--- config.mk ---
export PLATFORM = sky130hd
export DESIGN_NAME = logic_shift_sequencer
export DESIGN_NICKNAME = d
export VERILOG_FILES = /design/src/rtl/logic_shift_sequencer.sv
export SDC_FILE = /design/constraint.sdc
export NUM_CORES = 1
export LEC_CHECK = 0
export CORE_ASPECT_RATIO = 0.9
export CORE_MARGIN = 2
export CORE_UTILIZATION = 30
export DETAILED_ROUTE_END_ITERATION = 10
export MAX_ROUTING_LAYER = met4
export PLACE_DENSITY = 0.68
export SLEW_MARGIN = 20
export SYNTH_ARGS = -nofsm -noshare
export SYNTH_HDL_FRONTEND = slang
export SYNTH_SLANG_ARGS = --single-unit
--- constraint.sdc ---
create_clock -name clk -period 4.02 [get_ports clk]
set_clock_uncertainty 0.05 [all_clocks]
set_input_delay 0.603 -clock clk [delete_from_list [all_inputs] [get_ports clk]]
set_output_delay 0.603 -clock clk [all_outputs]
set_load 0.02 [all_outputs]
--- src/rtl/logic_shift_sequencer.sv ---
// Command sequencer that iterates a one-bit-per-pass 24-bit logic unit to perform logic ops and multi-bit shifts/rotates.
// Optional LSEQ_CARRY_EN adds the res_c port: the last bit shifted out.
module logic_shift_sequencer (
   input  logic        clk,
   input  logic        reset,
   input  logic        cmd_valid,
   output logic        cmd_ready,
   input  logic [2:0]  cmd_op,
   input  logic [4:0]  cmd_cnt,
   input  logic [23:0] cmd_a,
   input  logic [23:0] cmd_b,
   output logic [2:0]  lu_c,
   output logic [23:0] lu_in1,
   output logic [23:0] lu_in2,
   input  logic [23:0] lu_out,
   output logic        res_valid,
   input  logic        res_ready,
   output logic [23:0] res_data,
   output logic        res_n,
`ifdef LSEQ_CARRY_EN
   output logic        res_z,
   output logic        res_c
`else
   output logic        res_z
`endif
);

   localparam int W = 24;

   // Handshakes: a command transfers on a rising edge where cmd_valid && cmd_ready;
   // a result transfers on a rising edge where res_valid && res_ready. Neither
   // valid may depend on its ready, and a presented result never changes until taken.

   typedef enum logic [1:0] {
      IDLE = 2'd0,
      RUN  = 2'd1,
      DONE = 2'd2
   } state_t;

   state_t         state;
   state_t         state_nxt;
   logic [2:0]     op_r;
   logic [W-1:0]   b_r;
   logic [W-1:0]   acc;
   logic [4:0]     passes;
   logic [4:0]     pass_init;
   logic           accept;

   // Shifts take one pass per bit; logic ops always take exactly one pass.
   always_comb begin
      pass_init = 5'd1;
      if (cmd_op[2]) begin
         pass_init = (cmd_cnt > 5'd24) ? 5'd24 : cmd_cnt;
      end
   end

   always_comb begin
      state_nxt = state;
      cmd_ready = 1'b0;
      res_valid = 1'b0;
      accept    = 1'b0;
      case (state)
         IDLE: begin
            cmd_ready = 1'b1;
            if (cmd_valid) begin
               accept    = 1'b1;
               state_nxt = (pass_init == 5'd0) ? DONE : RUN;
            end
         end
         RUN: begin
            if (passes == 5'd1) begin
               state_nxt = DONE;
            end
         end
         DONE: begin
            res_valid = 1'b1;
            if (res_ready) begin
               state_nxt = IDLE;
            end
         end
         default: state_nxt = IDLE;
      endcase
   end

   always_ff @(posedge clk) begin
      if (reset) begin
         state <= IDLE;
      end else begin
         state <= state_nxt;
      end
   end

   always_ff @(posedge clk) begin
      if (reset) begin
         op_r   <= 3'd0;
         b_r    <= '0;
         acc    <= '0;
         passes <= 5'd0;
      end else if (accept) begin
         op_r   <= cmd_op;
         b_r    <= cmd_b;
         acc    <= cmd_a;
         passes <= pass_init;
      end else if (state == RUN) begin
         acc    <= lu_out;
         passes <= passes - 5'd1;
      end
   end

`ifdef LSEQ_CARRY_EN
   logic carry;

   // Right shifts drop bit 0, left shifts drop bit 23; logic ops leave it at 0.
   always_ff @(posedge clk) begin
      if (reset) begin
         carry <= 1'b0;
      end else if (accept) begin
         carry <= 1'b0;
      end else if (state == RUN && op_r[2]) begin
         carry <= op_r[1] ? acc[W-1] : acc[0];
      end
   end

   assign res_c = carry;
`endif

   assign lu_c     = op_r;
   assign lu_in1   = acc;
   assign lu_in2   = b_r;
   assign res_data = acc;
   assign res_n    = acc[W-1];
   assign res_z    = (acc == '0);

endmodule

## After elaboration in Yosys (flattened, before gate mapping)

Cells that the tools add are included.

- Bits in registers: 58
- Logic and storage cells: 33

- Add/subtract/negate cells: 1
- Order comparisons: 1
- Eq/ne operators: 6
- Muxes and demuxes: 15
- Reductions and logical operators: 5

Operator list:

| operator | number |
|---|---|
| 24-bit 2-to-1 mux | 2 |
| 24-bit logical NOT | 1 |
| 5-bit 2-to-1 mux | 4 |
| 2-bit 2-to-1 mux | 4 |
| 2-bit != test, second input constant | 3 |
| 2-bit one-hot mux with 3 select lines | 1 |
| 5-bit by 1-bit == test with 1-bit output, second input constant | 1 |
| 5-bit greater-than comparator, second input constant | 1 |
| 5-bit logical NOT | 1 |
| 5-bit by 1-bit subtractor with 5-bit output, second input constant | 1 |
| 1-bit 2-to-1 mux | 4 |
| 3-bit AND reduction | 1 |
| 2-bit by 1-bit == test with 1-bit output, second input constant | 1 |
| 2-bit == test, second input constant | 1 |
| 2-bit logical NOT | 1 |
| 2-bit nonzero test | 1 |

## Longest topological paths before layout

- Depth in word-level cells: 7
- Depth in mapped cells: 6
- Mapped depth without buffers: 5

## Worst setup path before layout

Ideal clock, no wire load.

- Path type: reg-to-output
- Start point: register acc[23], in the netlist lu_in1[23]
- End point: output res_z
- Arrival: 1.087 ns
- Data required time: 3.367 ns
- Path slack: 2.280 ns
- Stages on the path, launching flop included: 4
- Buffers on the path: 0
- Cell sequence: dfxtp_1 nor4_1 nand4_1 nor2_1

- Longest elaborated chain between the ends: 1

Ends and longest elaborated chain:

| element | line | RTL |
|---|---|---|
| start: declaration | 44 | `logic [W-1:0] acc;` |
| start signal: assignment | 102 | `acc <= cmd_a;` |
| start signal: assignment | 105 | `acc <= lu_out;` |
| 24-bit logical NOT | 132 | `assign res_z = (acc == '0);` |
| end: declaration | 24 | `output logic res_z` |

No other way between the ends.

## Worst setup path after layout

Same ends and word-level chain as after synthesis.

==> summary.md <==
| Metric | Value |
|---|---|
| Status | `finished, final reports clean` |
| Hold_buf cts | `0` |
| Syn_nets | `402` |
| Worst stage delay on the critical path | `0.63 ns` |
| Crit Path Max Fanout | `5` |
| RSZ-0062 raised after global routing | `false` |
| WL final | `8140 um` |
| I/O pin total | `163` |
| Total gr overflow | `0` |
| Distinct cell type count after synthesis | `36` |
| Syn Inst Count | `316` |
| Die H | `92.1 um` |
| HP Class | `reg -> reg` |
| Fin crit period | `2.74 ns` |
| Startpoint types | `flip-flop` |
| Most frequent cell after synthesis | `nand2_1` |
| Critical path arrival | `2.09 ns` |
| Starting Density | `0.305` |
| Largest net degree at the start of global routing | `59` |
| Synth top area cells | `dfxtp_1, nand2_1, a21oi_1` |
| Die area | `0.00939 mm^2` |
| Finished Layout Cells | `569` |
| Critical path buffers and inverters | `1` |
| Reg area | `0.00116 mm^2` |
| I/O Buffers | `162` |
| Final Max Slew Viols | `0` |
| Max Fclk | `365 MHz` |
| Reg2Reg Setup Slack | `1.93 ns` |
| Post-Place Cells | `553` |
| Die X | `102 um` |
| Final period util | `0.681` |
| Hold depth | `2` |
| Register bit count reported by yosys | `58` |
| Asr flop ratio synth | `0` |
| R2r startpoint | `state[0]$_SDFFE_PP0P_` |
| FP Rows | `32` |
| Post-route DRC | `0` |
| Router iterations before antenna repair | `4` |
| Antenna violations before repair | `0` |
| Worst-skew pair later-pin latency | `0.33 ns` |
| Slowest-stage cell, CP | `clkdlybuf4s50_1` |
| Routed wire per std cell | `14.3 um` |
| Critical Path RT | `3.37 ns` |
| GRT Overall Usage | `0.178` |
| CTS Buf Count | `9` |
| Post-synthesis cell area | `0.00259 mm^2` |
| Post-synth top area share | `0.449` |
| Min-Delay Startpoint | `lu_in2[22]$_SDFFE_PP0P_` |
| WHS Endpoint | `lu_in2[22]$_SDFFE_PP0P_` |
| Routed via count | `2,676` |
| Lkg Pwr | `1.54 nW` |
| Top cells by count, synth | `nand2_1, dfxtp_1, a21oi_1` |
| Clock Tree Buf Depth | `2` |
| Mean Syn Cell Area | `8.19 um^2` |
| Synth warn | `0` |
| Max Cap Violations | `0` |
| Ant diodes | `0` |
| Post-synth EDFFs | `0` |
| Min Hold Slack | `0.404 ns` |
| Layout overhead on the synthesized area | `65.9%` |
| Seq/Total Area, Yosys | `0.449` |
| Max_slew headroom | `0.546` |
| Multi-input gate area | `0.00111 mm^2` |
| Design area | `0.00429 mm^2` |
| Post-CTS sizing | `0` |
| Pwr Total | `1.79 mW` |
| Number of setup buffers added after CTS | `0` |
| Peak VDD IR | `0.169 mV` |
| P per Cell Area | `417 mW/mm^2` |
| Kind of critical path | `reg -> out` |
| Worst Tran Pin Value | `0.681 ns` |
| ANT nets after route | `0` |
| Hpwl dp | `5860 um` |
| CTS sink count | `58` |
| Share of cells above drive strength 1 | `0.0622` |
| Top FF cell, synth | `dfxtp_1` |
| Fillers | `840` |
| Cells along the critical path | `nor4_1 > nand4_1 > nor2_1 > clkdlybuf4s50_1` |
| Setup TNS | `0 ns` |
| Final-stage net count | `531` |
| Dpl cell area | `0.00409 mm^2` |
| R2R cell count | `4` |
| Crit Reg-Reg Endpoint | `passes[4]$_SDFFE_PP0P_` |
| Routability Congestion | `0.762` |
| CP top delay family | `simple AND/OR/NAND/NOR gates` |
| CTS tree | `built` |
| H-tree depth | `3` |
| Via density | `4.70` |
| CTS root buf | `clkbuf_8` |
| Area leader, netlist | `dfxtp_1` |
| Final setup violation count | `0` |
| CORE AREA | `0.00849 mm^2` |
| Worst-path clk slew | `0.07 ns` |
| Vias in the first global route | `2,562` |
| First-pass GRT wire length | `12,600 um` |
| Crit end category | `primary output` |
| Initial drt markers | `77` |
| Final hold viol count | `0` |
## state kept, by name, indices dropped and copies added, names as in the netlist
signal / flops
lu_in1: 24
lu_in2: 24
lu_c: 3
state: 2
passes: 5
## metrics by stage
step / setup slack, ns / utilization
after global placement: 1.39 / 0.482
after floorplan: 2.28 / -
after CTS: 1.25 / 0.506
final: 1.28 / 0.506
after global routing: 1.17 / 0.506
after detailed placement: 1.35 / 0.482
## layout by cell type, fill, tap and decap left out, types with 2 or more instances in the layout
cell	netlist	routed
nor2b_1	3	2
nand4_1	2	2
nor3_1	2	2
dfxtp_1	58	58
nor4_1	7	7
nand2_1	80	80
a22oi_1	25	25
clkdlybuf4s50_1	0	161
nand2b_1	2	2
clkinvlp_4	0	3
nor2_1	3	3
a211oi_1	2	2
clkbuf_8	0	10
ha_1	2	2
a221oi_2	2	2
a21oi_1	56	56
buf_4	26	5
inv_1	6	6
## worst min-delay path, delay by kind of cell (launching register included)
kind / cells / cell delay (ns)
flops: 1 / 0.31
simple gates: 1 / 0.05
compound gates: 1 / 0.05
## worst max path at each step
| stage | start | to | depth (start not counted) |
|---|---|---|---|
| global placement | cmd_valid | state[0]$_SDFFE_PP0P_ | 4 |
| detailed placement | cmd_valid | state[0]$_SDFFE_PP0P_ | 4 |
| CTS | lu_in1[5]$_SDFFE_PP0P_ | res_z | 4 |
| global route | lu_in1[23]$_SDFFE_PP0P_ | res_z | 4 |
| finish | lu_in1[23]$_SDFFE_PP0P_ | res_z | 4 |
| floorplan | lu_in1[23]$_SDFFE_PP0P_ | res_z | 3 |
## power by group
group / internal (mW) / switching, mW
combinational: 0.282 / 0.275
clock: 0.302 / 0.242
sequential: 0.634 / 0.0560
total: 1.22 / 0.573
## metal layers
metal	up-vias	part of all wire	global-route usage
met3	11	0.085	0.0663
met4	0	0.016	0.0544
met5	-	0	-
li1	1323	-	-
met1	1228	0.42	0.209
met2	114	0.48	0.283
## kinds of logic (layout without fill, tap and decap cells)
logic type | count (synthesis) | after routing | synth area share
simple gates | 106 | 106 | 0.179
compound gates | 93 | 93 | 0.226
flops | 58 | 58 | 0.449
buf+inv | 54 | 188 | 0.126
fa+ha+maj | 2 | 2 | 0.00966
xor+xnor | 2 | 2 | 0.00677
mux | 1 | 1 | 0.00387
## cell type report
type                       instances  share of cell area
timing repair buffer             166               0.384
clock buffer                      10              0.0321
inverter                           6             0.00524
multi-input combinational        204               0.258
clock inverter                     6              0.0154
tap                              119              0.0347
sequential                        58               0.270
No activity file was read; power rests on OpenSTA's default activity.
